[src/rtl/conv_pkg.sv]
// ---------------------------------------------------------------------------
// conv_pkg
// Shared CONV-unit definitions used by the output partial-sum FIFO and its
// interface.
//   PSUM_W       - native partial-sum element width
//   psum_t       - one partial-sum element
//   psum_pair_t  - two packed elements, lo is the older one
//   pop_mod_e    - pop granularity selector (single element / packed pair)
// ---------------------------------------------------------------------------
package conv_pkg;

   localparam int PSUM_W = 16;

   typedef logic [PSUM_W-1:0] psum_t;

   typedef struct packed {
      psum_t hi;
      psum_t lo;
   } psum_pair_t;

   typedef enum logic {
      POP_SINGLE = 1'b0,
      POP_PAIR   = 1'b1
   } pop_mod_e;

endpackage : conv_pkg

[src/rtl/opsum_fifo_if.sv]
// ---------------------------------------------------------------------------
// opsum_fifo_if
// Push/pop bundle of the output partial-sum FIFO.
//   push_en, push_data        - producer side (PE/accumulator)
//   pop_en, pop_mod           - consumer request (output buffer write port)
//   pop_data, pop_valid       - registered pop result
//   full, empty, pair_avail,
//   count                     - occupancy status
// Modports:
//   master - the side that pushes/pops (drives requests, sees status)
//   slave  - the FIFO itself
// ---------------------------------------------------------------------------
interface opsum_fifo_if
   import conv_pkg::*;
#(
   parameter int WIDTH = PSUM_W,
   parameter int DEPTH = 8
);

   localparam int CW = $clog2(DEPTH) + 1;

   logic               push_en;
   logic [WIDTH-1:0]   push_data;
   logic               full;
   logic               pop_en;
   pop_mod_e           pop_mod;
   logic [2*WIDTH-1:0] pop_data;
   logic               pop_valid;
   logic               empty;
   logic               pair_avail;
   logic [CW-1:0]      count;

   modport master (
      output push_en,
      output push_data,
      output pop_en,
      output pop_mod,
      input  full,
      input  pop_data,
      input  pop_valid,
      input  empty,
      input  pair_avail,
      input  count
   );

   modport slave (
      input  push_en,
      input  push_data,
      input  pop_en,
      input  pop_mod,
      output full,
      output pop_data,
      output pop_valid,
      output empty,
      output pair_avail,
      output count
   );

endinterface : opsum_fifo_if

[src/rtl/opsum_fifo.sv]
// ---------------------------------------------------------------------------
// opsum_fifo
// Output partial-sum FIFO of the CONV unit. Accepts one WIDTH-bit psum per
// push and drains either one element per pop (zero-extended into pop_data)
// or two elements packed into one 2*WIDTH word, older element in the low
// half. Pop results are registered and appear one cycle after acceptance.
//
// Ports:
//   clk        - clock, rising edge
//   rst        - synchronous active-high reset
//   bus        - opsum_fifo_if.slave (push/pop handshake and status)
//   ovf_err    - sticky: push attempted while full      (OPSUM_FIFO_ERR_EN)
//   udf_err    - sticky: pop attempted and rejected     (OPSUM_FIFO_ERR_EN)
//
// Build option:
//   OPSUM_FIFO_ERR_EN - when defined, adds the ovf_err/udf_err outputs.
//                       When undefined, illegal requests are silently dropped.
//
// Parameters:
//   WIDTH - psum element width
//   DEPTH - number of entries, power of two, >= 2
// ---------------------------------------------------------------------------
module opsum_fifo
   import conv_pkg::*;
#(
   parameter int WIDTH = PSUM_W,
   parameter int DEPTH = 8
) (
   input  logic          clk,
   input  logic          rst,
   opsum_fifo_if.slave   bus
`ifdef OPSUM_FIFO_ERR_EN
   ,
   output logic          ovf_err,
   output logic          udf_err
`endif
);

   localparam int AW = $clog2(DEPTH);
   localparam int CW = AW + 1;

   // ------------------------------------------------------------------
   // State
   // ------------------------------------------------------------------
   logic [WIDTH-1:0]   mem [DEPTH];
   logic [AW-1:0]      wr_ptr;
   logic [AW-1:0]      rd_ptr;
   logic [CW-1:0]      cnt;
   logic [2*WIDTH-1:0] pop_data_q;
   logic               pop_valid_q;

   // ------------------------------------------------------------------
   // Status decodes of the count register
   // ------------------------------------------------------------------
   logic full_i;
   logic empty_i;
   logic pair_avail_i;

   assign full_i       = (cnt == CW'(DEPTH));
   assign empty_i      = (cnt == '0);
   assign pair_avail_i = (cnt >= CW'(2));

   // ------------------------------------------------------------------
   // Request acceptance, all judged on the count at the start of the cycle
   // ------------------------------------------------------------------
   logic          push_acc;
   logic          pop_single;
   logic          pop_pair;
   logic          pop_acc;
   logic [1:0]    pop_n;
   logic [AW-1:0] rd_ptr_p1;
   logic [CW-1:0] count_next;

   // A push while full is dropped even when a pop frees a slot this cycle.
   assign push_acc   = bus.push_en && !full_i;
   assign pop_single = bus.pop_en && (bus.pop_mod == POP_SINGLE) && !empty_i;
   assign pop_pair   = bus.pop_en && (bus.pop_mod == POP_PAIR)   && pair_avail_i;
   assign pop_acc    = pop_single || pop_pair;

   // Pointer arithmetic wraps naturally at the power-of-two depth, so a
   // pair straddling the last and first entries needs no special case.
   assign rd_ptr_p1  = rd_ptr + 1'b1;

   always_comb begin
      pop_n = 2'd0;
      if (pop_pair) begin
         pop_n = 2'd2;
      end else if (pop_single) begin
         pop_n = 2'd1;
      end
   end

   assign count_next = cnt + CW'(push_acc) - CW'(pop_n);

   // ------------------------------------------------------------------
   // Storage
   // ------------------------------------------------------------------
   // NOTE: the storage array is deliberately left out of reset; its contents
   // are don't-care after reset and a reset here would force flops instead
   // of a RAM-style array.
   always_ff @(posedge clk) begin
      if (push_acc) begin
         mem[wr_ptr] <= bus.push_data;
      end
   end

   // ------------------------------------------------------------------
   // Pointers, count and registered pop result
   // ------------------------------------------------------------------
   // NOTE: every register in this design is updated with non-blocking
   // assignments so all reads in a cycle see the start-of-cycle state; this
   // is what keeps a same-cycle push from being visible to a pop (no bypass).
   always_ff @(posedge clk) begin
      if (rst) begin
         wr_ptr      <= '0;
         rd_ptr      <= '0;
         cnt         <= '0;
         pop_data_q  <= '0;
         pop_valid_q <= 1'b0;
      end else begin
         if (push_acc) begin
            wr_ptr <= wr_ptr + 1'b1;
         end
         rd_ptr      <= rd_ptr + AW'(pop_n);
         cnt         <= count_next;
         pop_valid_q <= pop_acc;
         // pop_data holds its last value when nothing is popped.
         if (pop_pair) begin
            pop_data_q <= {mem[rd_ptr_p1], mem[rd_ptr]};
         end else if (pop_single) begin
            pop_data_q <= {{WIDTH{1'b0}}, mem[rd_ptr]};
         end
      end
   end

   // ------------------------------------------------------------------
   // Optional sticky error flags
   // ------------------------------------------------------------------
`ifdef OPSUM_FIFO_ERR_EN
   always_ff @(posedge clk) begin
      if (rst) begin
         ovf_err <= 1'b0;
         udf_err <= 1'b0;
      end else begin
         if (bus.push_en && full_i) begin
            ovf_err <= 1'b1;
         end
         if (bus.pop_en && !pop_acc) begin
            udf_err <= 1'b1;
         end
      end
   end
`endif

   // ------------------------------------------------------------------
   // Outputs
   // ------------------------------------------------------------------
   assign bus.full       = full_i;
   assign bus.empty      = empty_i;
   assign bus.pair_avail = pair_avail_i;
   assign bus.count      = cnt;
   assign bus.pop_data   = pop_data_q;
   assign bus.pop_valid  = pop_valid_q;

endmodule : opsum_fifo

[src/flat_wrapper.sv]
// flat-port wrapper written by rule: the top's interface ports become plain ports
module opsum_fifo_flat import conv_pkg::*;
#(
   parameter int WIDTH = PSUM_W,
   parameter int DEPTH = 8
)
  (clk, rst, bus_push_en, bus_push_data, bus_pop_en, bus_pop_mod, bus_full, bus_pop_data, bus_pop_valid, bus_empty, bus_pair_avail, bus_count);
  opsum_fifo_if #(.WIDTH(WIDTH), .DEPTH(DEPTH)) bus_i ();
  input  logic clk;
  input  logic rst;
  input wire logic [$bits(bus_i.push_en)-1:0] bus_push_en;
  input wire logic [$bits(bus_i.push_data)-1:0] bus_push_data;
  input wire logic [$bits(bus_i.pop_en)-1:0] bus_pop_en;
  input wire logic [$bits(bus_i.pop_mod)-1:0] bus_pop_mod;
  output wire logic [$bits(bus_i.full)-1:0] bus_full;
  output wire logic [$bits(bus_i.pop_data)-1:0] bus_pop_data;
  output wire logic [$bits(bus_i.pop_valid)-1:0] bus_pop_valid;
  output wire logic [$bits(bus_i.empty)-1:0] bus_empty;
  output wire logic [$bits(bus_i.pair_avail)-1:0] bus_pair_avail;
  output wire logic [$bits(bus_i.count)-1:0] bus_count;
  assign bus_i.push_en = bus_push_en;
  assign bus_i.push_data = bus_push_data;
  assign bus_i.pop_en = bus_pop_en;
  assign bus_i.pop_mod = bus_pop_mod;
  assign bus_full = bus_i.full;
  assign bus_pop_data = bus_i.pop_data;
  assign bus_pop_valid = bus_i.pop_valid;
  assign bus_empty = bus_i.empty;
  assign bus_pair_avail = bus_i.pair_avail;
  assign bus_count = bus_i.count;
  opsum_fifo #(.WIDTH(WIDTH), .DEPTH(DEPTH)) u_core (.clk(clk), .rst(rst), .bus(bus_i));
endmodule
[config.mk]
export PLATFORM = sky130hd
export DESIGN_NAME = opsum_fifo_flat
export DESIGN_NICKNAME = d
export VERILOG_FILES = /design/src/rtl/conv_pkg.sv /design/src/rtl/opsum_fifo_if.sv /design/src/rtl/opsum_fifo.sv /design/src/flat_wrapper.sv
export SDC_FILE = /design/constraint.sdc
export NUM_CORES = 1
export LEC_CHECK = 0
export CAP_MARGIN = 0
export CORE_ASPECT_RATIO = 1.5
export CORE_UTILIZATION = 45
export CTS_BUF_LIST = sky130_fd_sc_hd__clkbuf_8 sky130_fd_sc_hd__clkbuf_16
export CTS_CLUSTER_DIAMETER = 100
export CTS_CLUSTER_SIZE = 10
export DETAILED_ROUTE_END_ITERATION = 12
export GPL_TIMING_DRIVEN = 0
export HOLD_SLACK_MARGIN = 0.06
export PLACE_DENSITY = 0.63
export SETUP_SLACK_MARGIN = 0.02
export SYNTH_ARGS = -nofsm -noshare
export SYNTH_HDL_FRONTEND = slang
export SYNTH_SLANG_ARGS = --single-unit
[constraint.sdc]
create_clock -name clk -period 6.7 [get_ports clk]
set_input_delay 1.34 -clock clk [delete_from_list [all_inputs] [get_ports clk]]
set_output_delay 1.34 -clock clk [all_outputs]
set_load 0.05 [all_outputs]
# == After elaboration in Yosys (flattened, before gate mapping) ==
# Memories as Yosys holds them, arrays and structs flattened. A register that Yosys moved wholly into a read port is not among the register bits.
# Cells that the tools add are included.
# totals
wordCells,31
n_memories,1
ram_bits,128
register_bits,43
# op_classes
mux,7
order_cmp,1
bitwise,1
add_sub_neg,5
n_eq_ne,1
n_reduce_logical,10
# mem_list
memory,depth,word_bits,read_ports,rd_ports_with_merged_regs,write_ports,line,source
u_core.mem,8,16,2,1,1,opsum_fifo.sv:45,logic [WIDTH-1:0] mem [DEPTH];
# op_table
op,n
32-bit 2-to-1 mux,2
"3-bit by 1-bit adder with 3-bit output, second input constant",2
1-bit logical AND,5
4-bit by 1-bit adder with 4-bit output,1
"4-bit equality test, second input constant",1
"4-bit by 2-bit greater-or-equal comparator with 1-bit output, second input constant",1
4-bit logical NOT,1
4-bit by 2-bit subtractor with 4-bit output,1
3-bit by 2-bit adder with 3-bit output,1
1-bit 2-to-1 mux,3
3-bit 2-to-1 mux,1
1-bit logical NOT,2
2-bit 2-to-1 mux,1
2-bit nonzero test,1
1-bit logical OR,1
1-bit NOT,1

# == Logic depth before layout (Yosys ltp) ==
# logic_depth
ltp_word,7
ltp_mapped,10
ltp_nobuf,10

# == Worst setup path before layout ==
# OpenSTA, ideal clock, no wires.
# synth_path
path_type,register to output
start,"reg u_core.cnt[2], in the netlist u_core.bus.count[2]"
end,out bus_empty
path_stages_with_launch,4
arrival_ps,2033
slack_ps,3327
cell_sequence,dfxtp_1 > inv_1 > ha_1 > nor3b_1
# synth_via
elab_chain_cells,1
# synth_lines
element,line,source
start: declaration,opsum_fifo.sv:48,logic [CW-1:0] cnt;
start signal: assignment,opsum_fifo.sv:125,cnt <= count_next;
4-bit logical NOT,opsum_fifo.sv:60,assign empty_i = (cnt == '0);
end: declaration,flat_wrapper.sv:18,output wire logic [$bits(bus_i.empty)-1:0] bus_empty;
# Every way passes these cells.

# == Final worst setup path ==
# layout_path
start,"reg u_core.cnt[2], in the netlist u_core.bus.count[2]"
end,out bus_full
# layout_via
elab_chain_cells,1
# layout_lines
element,line,source
4-bit equality test,opsum_fifo.sv:59,assign full_i = (cnt == CW'(DEPTH));
end: declaration,flat_wrapper.sv:15,output wire logic [$bits(bus_i.full)-1:0] bus_full;
# Every way passes these cells.

==> metrics.cfg <==
[yosys]
syn_inst = 464
yosysWarnings = 0
async_flop_share_pct = 0
synth_cell_types = 36
ys_seq_elements = 171
synth_flop_cell = edfxtp_1
syn_area_per_cell_um2 = 16.2
syn_area_um2 = 7520
syn-num-nets = 495
synth_edf_count = 128
ys_seq_area_share_pct = 62.5

[critical_path]
crit_type = flop to output port
critPathLaunchType = flop
end_kind = output port
crit_fanout = 3
critical_path_arrival_ns = 2.26
critPathRequiredTime_ns = 5.36

[final_layout]
seqCellArea_um2 = 4700
final_cell_mix = edfxtp_1 (128), mux2i_1 (81), clkdlybuf4s50_1 (60)
drive_gt1_share_pct = 21.8
fillers = 1325
antennaDiodeCount = 0
multiInputGateArea_um2 = 2630
final_nets = 583
area_growth_pct = 21.6
fin_util_pct = 56.2
mostFrequentLayoutCell = edfxtp_1

[clock_tree]
clk_path_buf_depth = 2
postCtsSetupRepairBufs = 0
cts.clk_slew.worst_paths_ns = 0.07
h-tree-depth = 4
cts_tree = built
ctsHoldBuffers = 0
cts-buffers-inserted = 17
cts_sinks = 171
cts.repair.resized = 0
clockRootBuffer = clkbuf_16
clock_latency_ns = 0.43

[sta]
timing.final.crit_share_pct = 53.7
min_period_ns = 3.60
slew_viol_final = 0
slew-limit-headroom_pct = 40.5
worst_pin_slew_ns = 0.888
rsz0062_at_grt = false
max_freq_mhz = 278
setup_tns_ns = 0
setup_violations = 0
fin_skew_ns = 0.00753
hold_viol = 0

[job]
maxCapViolCount = 0

[die]
start_util_pct = 46.3
ios = 61
die_area_um2 = 17300
die_w_um = 108
die_y_um = 160
coreArea_um2 = 16300
num_rows = 57

[global_route]
antenna_found_initial = 0
overflow = 0
grt_max_degree = 17
track_usage_pct = 22.6
grt_pass1_wl_um = 27400
grt_pass1_vias = 4756

[min_path]
hp-class = flop to flop

[detailed_routing]
via_count = 4500
drc = 0
drt_iter0_markers = 192
viasPerCell = 5.84
drtAntennaViolNets = 0
wire_per_inst_um = 23.9
drt_first_pass_iters = 4
wl_um = 18400

[power]
powerDensity_nw_per_um2 = 385
p_leak_nw = 3.03
ir_worst_vdd_mv = 0.230

[status]
status = finished clean

[place]
gp_congestion = 0.769
port_buffers = 60
dp.final_hpwl_um = 12500

==> worst max-delay path: stages (launching register included) <==
cell	delay, ns
dfxtp_1	0.31
inv_1	0.10
ha_1	0.16
or3b_1	0.40
inv_1	0.08
clkdlybuf4s50_1	0.79
==> kinds of logic (layout without fill, tap and decap cells) <==
kind of cell | after synthesis | count (layout) | synth area share (%)
multiplexers | 113 | 113 | 20.4
buffers and inverters | 37 | 138 | 2.88
XOR/XNOR | 6 | 6 | 0.798
flip-flops | 171 | 171 | 62.5
adder cells (fa/ha/maj) | 10 | 10 | 1.86
AO/OA/AOI/OAI | 69 | 69 | 7.92
AND/OR/NAND/NOR | 58 | 58 | 3.61
==> where the power goes <==
| group | switching (mW) | internal, mW |
|---|---|---|
| combinational | 0.745 | 0.522 |
| clock | 0.425 | 0.531 |
| sequential | 0.0565 | 1.24 |
==> per-layer routing <==
metal	vias up	global-route usage, %	part of all wire (%)
li1	2020	-	-
met1	2318	27.2	39
met2	132	40.0	54
met3	30	3.53	3.6
met4	0	8.84	2.8
met5	-	0	0
==> stage by stage <==
| stage | worst slack, ns | instances | area, um2 | total power, mW | hold slack, ns |
|---|---|---|---|---|---|
| 3_5_place_dp | 3.12 | 739 | 8570 | 2.60 | 0.447 |
| 3_3_place_gp | 1.60 | 730 | 8380 | 2.57 | 0.443 |
| 4_1_cts | 3.07 | 771 | 9150 | 3.54 | 0.466 |
| 5_1_grt | 3.00 | 771 | 9150 | 3.65 | 0.484 |
| 2_1_floorplan | 3.33 | 464 | 7520 | 2.21 | 0.475 |
| 6_report | 3.10 | 771 | 9150 | 3.52 | 0.466 |
==> path summary, 6_finish.rpt <==
check | slack (ns) | end | cells past startpoint | startpoint
min reg2reg | 0.47 | u_core.bus.pop_data[9] | 1 | u_core.bus.pop_data[9]
min | 0.47 | u_core.bus.pop_data[9] | 1 | u_core.bus.pop_data[9]
max reg2reg | 4.14 | u_core.mem[1][15] | 8 | u_core.bus.count[2]
max | 3.10 | bus_full | 5 | u_core.bus.count[2]
==> cell usage after synthesis (2+ instances only) <==
master / instances / area, um2
and2_1: 2 / 12.5
dfxtp_1: 43 / 861
a22oi_1: 6 / 45.0
a21oi_1: 18 / 90.1
a21o_1: 2 / 15.0
mux4_2: 31 / 698
ha_1: 8 / 100
buf_6: 5 / 56.3
nand2_1: 22 / 82.6
nand2b_1: 6 / 37.5
clkbuf_1: 2 / 7.51
buf_4: 4 / 30.0
xnor2_1: 3 / 26.3
a22oi_2: 10 / 125
mux2i_1: 81 / 811
o2bb2ai_1: 15 / 131
a32o_1: 16 / 160
nand3_1: 3 / 15.0
nor2b_1: 4 / 25.0
buf_2: 19 / 95.1
nor2_1: 14 / 52.6
nor3_1: 2 / 10.0
edfxtp_1: 128 / 3840
fa_1: 2 / 40.0
xor2_1: 2 / 17.5
inv_1: 6 / 22.5
==> state kept, by name (all words and copies together) (netlist names) <==
signal	count
u_core.bus.pop_data	32
u_core.rd_ptr	3
u_core.wr_ptr	3
u_core.bus.count	4
u_core.mem	128
u_core.bus.pop_valid	1
==> final cells by class <==
class	instances	share of cell area (%)
clock inverter	14	1.52
tap	206	2.82
inverter	6	0.246
buffer	31	2.12
sequential	171	51.4
clock buffer	18	4.80
timing repair buffer	69	8.33
multi-input combinational	256	28.7
Note: power is estimated with default switching activity, not from simulation.
